<file path="config.mk">
export PLATFORM = sky130hd
export DESIGN_NAME = memory_access_cycle
export DESIGN_NICKNAME = d
export VERILOG_FILES = /design/src/rtl/memory_access_cycle.sv
export SDC_FILE = /design/constraint.sdc
export NUM_CORES = 1
export LEC_CHECK = 0
export ABC_AREA = 1
export BUFFER_PORTS_ARGS = -buffer_cell sky130_fd_sc_hd__buf_2
export CAP_MARGIN = 20
export CORE_ASPECT_RATIO = 1.2
export CORE_MARGIN = 3
export CORE_UTILIZATION = 50
export DETAILED_ROUTE_END_ITERATION = 8
export PLACE_DENSITY = 0.77
export SKIP_CTS_REPAIR_TIMING = 1
export SYNTH_ARGS = -nofsm -noshare
export SYNTH_HDL_FRONTEND = slang
export SYNTH_SLANG_ARGS = --single-unit
</file>
<file path="constraint.sdc">
create_clock -name clk -period 13.15 [get_ports clk]
set_input_delay 2.63 -clock clk [delete_from_list [all_inputs] [get_ports clk]]
set_output_delay 2.63 -clock clk [all_outputs]
set_load 0.03 [all_outputs]
</file>
<file path="src/rtl/memory_access_cycle.sv">
// Memory stage of the RISC-V pipeline: forwards ALU results to writeback or runs
// one load/store over a req/ack data port, with alignment and timeout checking.
module memory_access_cycle #(
    parameter int XLEN           = 32,
    parameter int REG_ADDR_SIZE  = 5,
    parameter int TIMEOUT_CYCLES = 255
) (
    input  logic                     clk,
    input  logic                     rst,
    input  logic                     in_valid,
    output logic                     in_ready,
    input  logic [XLEN-1:0]          ex_alu_result,
    input  logic [XLEN-1:0]          ex_store_data,
    input  logic                     ex_mem_read,
    input  logic                     ex_mem_write,
    input  logic [2:0]               ex_funct3,
    input  logic [REG_ADDR_SIZE-1:0] ex_rd,
    input  logic                     ex_reg_write,
    output logic                     dmem_req,
    output logic                     dmem_we,
    output logic [XLEN-1:0]          dmem_addr,
    output logic [XLEN-1:0]          dmem_wdata,
    output logic [3:0]               dmem_be,
    input  logic                     dmem_ack,
    input  logic [XLEN-1:0]          dmem_rdata,
    output logic                     wb_valid,
    output logic [REG_ADDR_SIZE-1:0] wb_rd,
    output logic [XLEN-1:0]          wb_data,
    output logic                     wb_reg_write,
    output logic                     misaligned,
    output logic                     bus_error
);

    typedef enum logic {
        S_IDLE,
        S_ACCESS
    } state_t;

    typedef enum logic [1:0] {
        SZ_BYTE,
        SZ_HALF,
        SZ_WORD
    } size_t;

    localparam int CNT_W = (TIMEOUT_CYCLES > 1) ? $clog2(TIMEOUT_CYCLES) : 1;
    localparam logic [CNT_W-1:0] CNT_LIMIT = CNT_W'(TIMEOUT_CYCLES - 1);

    state_t                   r_state;
    logic [CNT_W-1:0]         r_cnt;
    logic                     r_isLoad;
    size_t                    r_size;
    logic                     r_unsigned;
    logic [1:0]               r_offset;
    logic [REG_ADDR_SIZE-1:0] r_rd;
    logic                     r_regWrite;

    logic                     w_isMem;
    size_t                    w_size;
    logic                     w_unsigned;
    logic [1:0]               w_offset;
    logic                     w_misaligned;
    logic [3:0]               w_storeBe;
    logic [XLEN-1:0]          w_storeWdata;
    logic [7:0]               w_loadByte;
    logic [15:0]              w_loadHalf;
    logic [XLEN-1:0]          w_loadData;

    assign in_ready = (r_state == S_IDLE);

    // Decode the incoming access; unsupported funct3 encodings fall through to word.
    always_comb begin
        w_isMem    = ex_mem_read | ex_mem_write;
        w_offset   = ex_alu_result[1:0];
        w_unsigned = (ex_funct3 == 3'b100) || (ex_funct3 == 3'b101);
        case (ex_funct3)
            3'b000, 3'b100: w_size = SZ_BYTE;
            3'b001, 3'b101: w_size = SZ_HALF;
            default:        w_size = SZ_WORD;
        endcase
        w_misaligned = w_isMem &&
                       (((w_size == SZ_HALF) && w_offset[0]) ||
                        ((w_size == SZ_WORD) && (w_offset != 2'b00)));
        case (w_size)
            SZ_BYTE: begin
                w_storeBe    = 4'b0001 << w_offset;
                w_storeWdata = {(XLEN/8){ex_store_data[7:0]}};
            end
            SZ_HALF: begin
                w_storeBe    = w_offset[1] ? 4'b1100 : 4'b0011;
                w_storeWdata = {(XLEN/16){ex_store_data[15:0]}};
            end
            default: begin
                w_storeBe    = 4'b1111;
                w_storeWdata = ex_store_data;
            end
        endcase
    end

    // Lane-select the returned word with the latched offset, then extend.
    always_comb begin
        w_loadByte = dmem_rdata[{r_offset, 3'b000} +: 8];
        w_loadHalf = dmem_rdata[{r_offset[1], 4'b0000} +: 16];
        case (r_size)
            SZ_BYTE: w_loadData = r_unsigned ? {{(XLEN-8){1'b0}}, w_loadByte}
                                             : {{(XLEN-8){w_loadByte[7]}}, w_loadByte};
            SZ_HALF: w_loadData = r_unsigned ? {{(XLEN-16){1'b0}}, w_loadHalf}
                                             : {{(XLEN-16){w_loadHalf[15]}}, w_loadHalf};
            default: w_loadData = dmem_rdata;
        endcase
    end

    // Single FSM: IDLE accepts work, ACCESS holds the bus request until ack or timeout.
    always_ff @(posedge clk or posedge rst) begin
        if (rst) begin
            r_state      <= S_IDLE;
            r_cnt        <= '0;
            r_isLoad     <= 1'b0;
            r_size       <= SZ_BYTE;
            r_unsigned   <= 1'b0;
            r_offset     <= 2'b00;
            r_rd         <= '0;
            r_regWrite   <= 1'b0;
            dmem_req     <= 1'b0;
            dmem_we      <= 1'b0;
            dmem_addr    <= '0;
            dmem_wdata   <= '0;
            dmem_be      <= 4'b0000;
            wb_valid     <= 1'b0;
            wb_rd        <= '0;
            wb_data      <= '0;
            wb_reg_write <= 1'b0;
            misaligned   <= 1'b0;
            bus_error    <= 1'b0;
        end else begin
            wb_valid   <= 1'b0;
            misaligned <= 1'b0;
            bus_error  <= 1'b0;
            case (r_state)
                S_IDLE: begin
                    if (in_valid) begin
                        wb_rd <= ex_rd;
                        if (!w_isMem) begin
                            wb_valid     <= 1'b1;
                            wb_data      <= ex_alu_result;
                            wb_reg_write <= ex_reg_write && (ex_rd != '0);
                        end else if (w_misaligned) begin
                            wb_valid     <= 1'b1;
                            wb_data      <= '0;
                            wb_reg_write <= 1'b0;
                            misaligned   <= 1'b1;
                        end else begin
                            r_state    <= S_ACCESS;
                            r_cnt      <= '0;
                            r_isLoad   <= ex_mem_read;
                            r_size     <= w_size;
                            r_unsigned <= w_unsigned;
                            r_offset   <= w_offset;
                            r_rd       <= ex_rd;
                            r_regWrite <= ex_reg_write && (ex_rd != '0);
                            dmem_req   <= 1'b1;
                            dmem_we    <= ~ex_mem_read;
                            dmem_addr  <= {ex_alu_result[XLEN-1:2], 2'b00};
                            dmem_be    <= ex_mem_read ? 4'b1111 : w_storeBe;
                            dmem_wdata <= ex_mem_read ? '0 : w_storeWdata;
                        end
                    end
                end
                S_ACCESS: begin
                    if (dmem_ack) begin
                        r_state      <= S_IDLE;
                        dmem_req     <= 1'b0;
                        dmem_we      <= 1'b0;
                        wb_valid     <= 1'b1;
                        wb_rd        <= r_rd;
                        wb_data      <= r_isLoad ? w_loadData : '0;
                        wb_reg_write <= r_regWrite & r_isLoad;
                    end else if (r_cnt == CNT_LIMIT) begin
                        r_state      <= S_IDLE;
                        dmem_req     <= 1'b0;
                        dmem_we      <= 1'b0;
                        wb_valid     <= 1'b1;
                        wb_rd        <= r_rd;
                        wb_data      <= '0;
                        wb_reg_write <= 1'b0;
                        bus_error    <= 1'b1;
                    end else begin
                        r_cnt <= r_cnt + CNT_W'(1);
                    end
                end
                default: r_state <= S_IDLE;
            endcase
        end
    end

endmodule

</file>
## Yosys cells after proc, flatten, opt, wreduce, memory -nomap -nowiden

Cells that the tools add are included.

| word-level totals | value |
|---|---|
| register bits | 130 |
| output and inout bits | 112 |
| word-level logic and storage cells | 118 |

| cells by class | value |
|---|---|
| add/sub/neg operators | 1 |
| eq/ne operators | 14 |
| shifts and indexed selects | 3 |
| multiplexer cells | 58 |
| bitwise logic cells | 5 |
| reduce and logical (&&, ||, !) cells | 18 |

Operator list:

| operator | number |
|---|---|
| 2-to-1 mux 32 bit | 9 |
| one-hot mux 32 bit (2 select lines) | 3 |
| 2-to-1 mux 8 bit | 5 |
| indexed part select 32 x 6 -> 16 bit | 1 |
| indexed part select 32 x 6 -> 8 bit | 1 |
| 2-to-1 mux 1 bit | 27 |
| one-hot mux 8 bit (2 select lines) | 1 |
| 2-to-1 mux 5 bit | 3 |
| one-hot mux 1 bit (2 select lines) | 5 |
| one-hot mux 5 bit (2 select lines) | 1 |
| adder 8 x 1 -> 8 bit, second input constant | 1 |
| == test 8 bit, second input constant | 1 |
| 2-to-1 mux 4 bit | 2 |
| != test 2 bit, second input constant | 4 |
| one-hot mux 4 bit (2 select lines) | 1 |
| AND reduction 4 bit | 2 |
| == test 3 bit, second input constant | 2 |
| != test 3 x 2 -> 1 bit, second input constant | 2 |
| AND reduction 5 bit | 1 |
| nonzero test 5 bit | 1 |
| == test 2 x 1 -> 1 bit, second input constant | 2 |
| logical AND 1 bit | 4 |
| zero test 2 bit | 2 |
| one-hot mux 2 bit (2 select lines) | 1 |
| 13 further kinds | 17 |

## Logic depth before layout (Yosys ltp)

| logic depth | value |
|---|---|
| depth after elaboration | 11 |
| gate-level depth with buffers | 11 |
| gate-level depth less buffers | 10 |

## Least setup slack after synthesis

No wires, ideal clock.

| timing | value |
|---|---|
| path type | input-to-reg |
| from | in ex_funct3[0] |
| to | reg dmem_wdata[13] |
| data arrival time | 3.545 ns |
| required time | 13.026 ns |
| slack | 9.481 ns |
| stages on the path | 10 |
| path buffers | 2 |
| cell sequence | nor2_4 > inv_2 > nand2_2 > nand2_4 > inv_2 > nand2_4 > buf_6 > buf_4 > nand2_1 > nand2_1 |

| on the way | value |
|---|---|
| cells in the longest elaborated chain, start to end | 9 |
| elaborated cells between the ends (all ways) | 18 |
| those cells by class | eq/ne (5); mux (3); bitwise (1); reduce/logical (9) |

RTL lines:

| item | RTL line | RTL |
|---|---|---|
| start: declaration | 16 | `input logic [2:0] ex_funct3,` |
| == test 3 bit, or another cell as far along | 75 | `case (ex_funct3)` |
| OR reduction 2 bit | 75 |  |
| one-hot mux 2 bit (2 select lines) (*) | 75 |  |
| == test 2 x 1 -> 1 bit / == test 2 bit (equally long branches) | 81, 83, 82 |  |
| logical AND 1 bit (on tied branches) | 81, 82 |  |
| logical OR 1 bit | 81 | `(((w_size == SZ_HALF) && w_offset[0]) \|\|` |
| logical AND 1 bit | 80 | `w_misaligned = w_isMem &&` |
| inverter 1 bit (no source line) | - |  |
| AND reduction 4 bit (no source line) | - |  |
| end signal: assignment | 164 | `dmem_wdata <= ex_mem_read ? '0 : w_storeWdata;` |
| end: declaration | 22 | `output logic [XLEN-1:0] dmem_wdata,` |

Every way passes the cells marked *; elsewhere a longest branch is shown, timed or not.
A chain may end at the register's enable or synchronous reset.

## Worst setup path in the final report

| timing | value |
|---|---|
| from | in ex_mem_read |
| to | reg dmem_be[2] |

| on the way | value |
|---|---|
| cells in the longest elaborated chain, start to end | 4 |
| elaborated cells between the ends (all ways) | 5 |
| those cells by class | mux (1); bitwise (2); reduce/logical (2) |

RTL lines:

| item | RTL line | RTL |
|---|---|---|
| start: declaration | 14 | `input logic ex_mem_read,` |
| OR 1 bit | 72 | `w_isMem = ex_mem_read \| ex_mem_write;` |
| logical AND 1 bit | 80 |  |
| inverter 1 bit (no source line) | - |  |
| AND reduction 4 bit (no source line) | - |  |
| end signal: assignment | 163 | `dmem_be <= ex_mem_read ? 4'b1111 : w_storeBe;` |
| end: declaration | 23 | `output logic [3:0] dmem_be,` |

Several ways; a longest one is shown, not always the timed one.

==> summary.md <==
| Metric | Value |
|---|---|
| Mapped Area | `6880 um^2` |
| Layout cells sized above 1 | `just under 30%` |
| Latest clock arrival within the worst-skew pair | `~410 ps` |
| Logic gate share of total power | `a little over a third` |
| Avg WL per Cell | `~15 um` |
| Die Ht | `between 100 and 150 um` |
| Clk sink count | `130` |
| Vias in the first global route | `6064` |
| Layout Nets | `1215` |
| CTS tree | `done` |
| CTS Buffer Depth | `2` |
| Fin. max-slew vios | `0` |
| Synthesized flop and latch total | `between 100 and 150` |
| Sequential Area | `about 3300 um^2` |
| Critical Path AT | `about 4700 ps` |
| NetSw | `approximately 0.64 mW` |
| Top cell type's share of synthesized area | `a little under half` |
| Clock root cell | `clkbuf_16` |
| Final Cycle Share | `about a third` |
| Final Wtd Congestion | `roughly 0.9` |
| Post-layout worst setup margin | `~8700 ps` |
| Syn_area_per_cell | `between 7 and 8 um^2` |
| Top cells by area, synth | `dfrtp_1, nand2_1, inv_1, nor2_1, o21ai_0` |
| H-tree level count | `4` |
| Final hold slack | `approximately 480 ps` |
| Worst VDD drop | `~0.000086 V` |
| Slew headroom | `a little under two fifths` |
| Clock-pin slew on the worst setup and hold paths | `approximately 60 ps` |
| Area Overhead vs Synth | `23.5%` |
| # rows | `46` |
| Worst Skew | `~12 ps` |
| Total die area | `approximately 15000 um^2` |
| YS warnings | `0` |
| Reg power frac | `35.7%` |
| Max-cap violations | `0` |
| DIE WIDTH | `roughly 110 um` |
| Register area share after synthesis | `47.3%` |
| Hpwl dp | `between 10000 and 15000 um` |
| Critical path launch point type | `primary input` |
| Synthesized instance count | `900` |
| Routed vias | `6451` |
| Maximum clock rate | `approximately 220 MHz` |
| WP depth | `10` |
| Final setup TNS | `0 ps` |
| Minimum clock period | `approximately 4500 ps` |
| Yosys cell types | `36` |
| Internal cell power | `approximately 0.92 mW` |
| # port buffers | `220` |
| Slowest CP cell | `buf_4` |
| Power density over the cells | `about 180 nW/um^2` |
| Worst EP required | `between 10000 and 15000 ps` |
| CP Cell Sequence | `buf_2 -> nor2_1 -> nor2_2 -> nand2_4 -> inv_2 -> nand2_4 -> buf_4 -> inv_4 -> o21ai_0 -> nand3_1` |
| WP buf/inv | `4` |
| Main combinational cell family by area after synthesis | `simple AND/OR/NAND/NOR gates` |
| Dpl ws | `8250 ps` |
| Synth Area in Adders | `less than 1%` |
| Hold path depth | `2` |
| Critical Path Most Common Cell | `nand2_4` |
| Via-per-instance ratio | `~5.0` |
| Pwr Total | `1.56 mW` |
| Remaining Overflow, GRT | `0` |
| Synth Area in Compound Gates | `approximately 15%` |
| R2R depth | `8` |
| RSZ-0062 raised after global routing | `false` |
| Clk pwr share | `roughly 29%` |
| I/O pins | `223` |
| Gr usage total | `between 20% and 30%` |
| TritonCTS Buffers | `17` |
| Count of final setup violators | `0` |
| WS Path Type | `primary input to flop` |
| DRC violations left | `0` |
| Worst hold path type | `flop to flop` |
| Initial antenna violation count | `0` |
| Fraction of the mapped netlist area in simple logic gates | `roughly 25%` |
| CP endpoint kind | `flop` |
| Post-route ant nets | `0` |
| Switch share | `between 40% and 50%` |
| Leakage power | `roughly 4.8 nW` |
| Worst Tran Pin Value | `938 ps` |
| Outcome | `finished clean` |
| Fillcell total | `1250` |
| Drt pass-1 iters | `5` |
| Initial cell density of the core | `roughly 52%` |
| Mux cell area share after synthesis | `0%` |
| Final Hold Viols | `0` |
| # diodes | `0` |
| Final core occ | `a little under two thirds` |
| Initial DRC Count | `roughly 340` |
| Largest net degree at the start of global routing | `71` |
| CP max stage delay | `around 700 ps` |
| Cell family with most CP delay | `buffers and inverters` |
| Crit Path Max Fanout | `70` |
| Core Box Area | `13400 um^2` |
| First-pass GRT wire length | `a little over 30000 um` |
| Drt total wl | `between 15000 and 20000 um` |
| Yosys top cell by area | `dfrtp_1` |
| Footprint of the multi-input gates | `approximately 2800 um^2` |
| Post-Synth XOR/XNOR Area | `less than 1%` |
==> through the flow <==
stage	cell area [um^2]	instances
after floorplan	6890	901
after global placement	7940	1251
after detailed placement	7940	1251
after CTS	8500	1283
after global routing	8500	1283
final	8500	1283
==> cell usage after synthesis <==
library cell	number
buf_2	10
a21oi_1	37
o21a_1	1
nand3_4	1
buf_4	3
nand4_1	2
a21oi_4	1
o211ai_1	13
inv_2	8
o21ai_0	60
o21ai_2	21
nand2_1	270
o31ai_1	5
clkinv_1	1
o21ai_1	25
buf_6	16
xor2_1	4
o221ai_1	1
nand2_4	3
nor2_2	12
nor2_1	87
inv_4	1
clkbuf_1	14
inv_1	120
clkbuf_2	1
xnor2_1	1
nor3_1	5
nand2_2	4
dfrtp_1	130
nand3_2	1
a21oi_2	10
ha_1	2
o22ai_1	2
nand3_1	24
nor2_4	3
conb_1	1
==> cell usage in the layout, fill, tap and decap left out, types with 5 or more instances in the layout <==
master	netlist	routed
a21oi_1	37	37
nand3_1	24	24
o21ai_0	60	60
o211ai_1	13	13
inv_2	8	8
buf_4	3	6
dfrtp_1	130	130
a21oi_2	10	10
nor2_1	87	87
nor3_1	5	5
buf_2	10	220
o21ai_2	21	21
nor2_2	12	12
o21ai_1	25	25
clkbuf_16	0	17
nand2_1	270	270
inv_1	120	119
o31ai_1	5	5
==> worst min-delay path: stages (launching register included) <==
cell and delay, ps:
dfrtp_1 340, nand2_1 60, o21ai_2 50
==> sequential cells by signal, indices dropped and copies added (netlist names) <==
| name | flops |
|---|---|
| dmem_wdata | 32 |
| wb_data | 32 |
| dmem_addr | 30 |
| r_cnt | 8 |
| r_rd | 5 |
| wb_rd | 5 |
| dmem_be | 4 |
| r_offset | 2 |
| r_size | 2 |
| bus_error | 1 |
| dmem_req | 1 |
| dmem_we | 1 |
| misaligned | 1 |
| r_isLoad | 1 |
| r_regWrite | 1 |
| r_state | 1 |
| r_unsigned | 1 |
| wb_reg_write | 1 |
| wb_valid | 1 |
==> routing by layer <==
| metal | vias up | track usage, % | wire (um) |
|---|---|---|---|
| met1 | 2998 | 33.0 | 8000 |
| met4 | 0 | 8.42 | 337 |
| met3 | 24 | 4.84 | 1180 |
| li1 | 3203 | - | - |
| met2 | 226 | 41.7 | 9280 |
| met5 | - | 0 | 0 |
==> area by class of cell <==
cell class	count	share of cell area [%]
Multi-Input combinational cell	597	33.3
Clock inverter	15	1.58
Timing Repair Buffer	226	13.5
Inverter	130	5.83
Tap cell	168	2.47
Clock buffer	17	5.01
Sequential cell	130	38.3
==> power groups by stage <==
stage | registers (mW) | logic (mW) | clock network, mW
final | 0.556 | 0.558 | 0.445
after global placement | 0.560 | 0.553 | 0
after detailed placement | 0.560 | 0.562 | 0
after CTS | 0.555 | 0.563 | 0.452
after global routing | 0.567 | 0.614 | 0.473
after floorplan | 0.718 | 0.245 | 0
==> kinds of logic (layout without fill, tap and decap cells) <==
logic type	Yosys count	after routing
AO/OA/AOI/OAI	176	176
adder cells (fa/ha/maj)	2	2
other	1	2
XOR/XNOR	5	5
buffers and inverters	174	388
flip-flops	130	130
AND/OR/NAND/NOR	412	412
==> path summary, 6_finish.rpt <==
kind,from,endpoint,slack [ps]
setup / recovery,ex_mem_read,dmem_be[2],8690
hold / removal,dmem_addr[12],dmem_addr[12],480
setup reg to reg,r_state,dmem_be[2],10650
hold reg to reg,dmem_addr[12],dmem_addr[12],480
max in group asynchronous,rst,r_size[1],9600
min in group asynchronous,rst,dmem_addr[17],2300
Power figures use the tool's default switching activity.
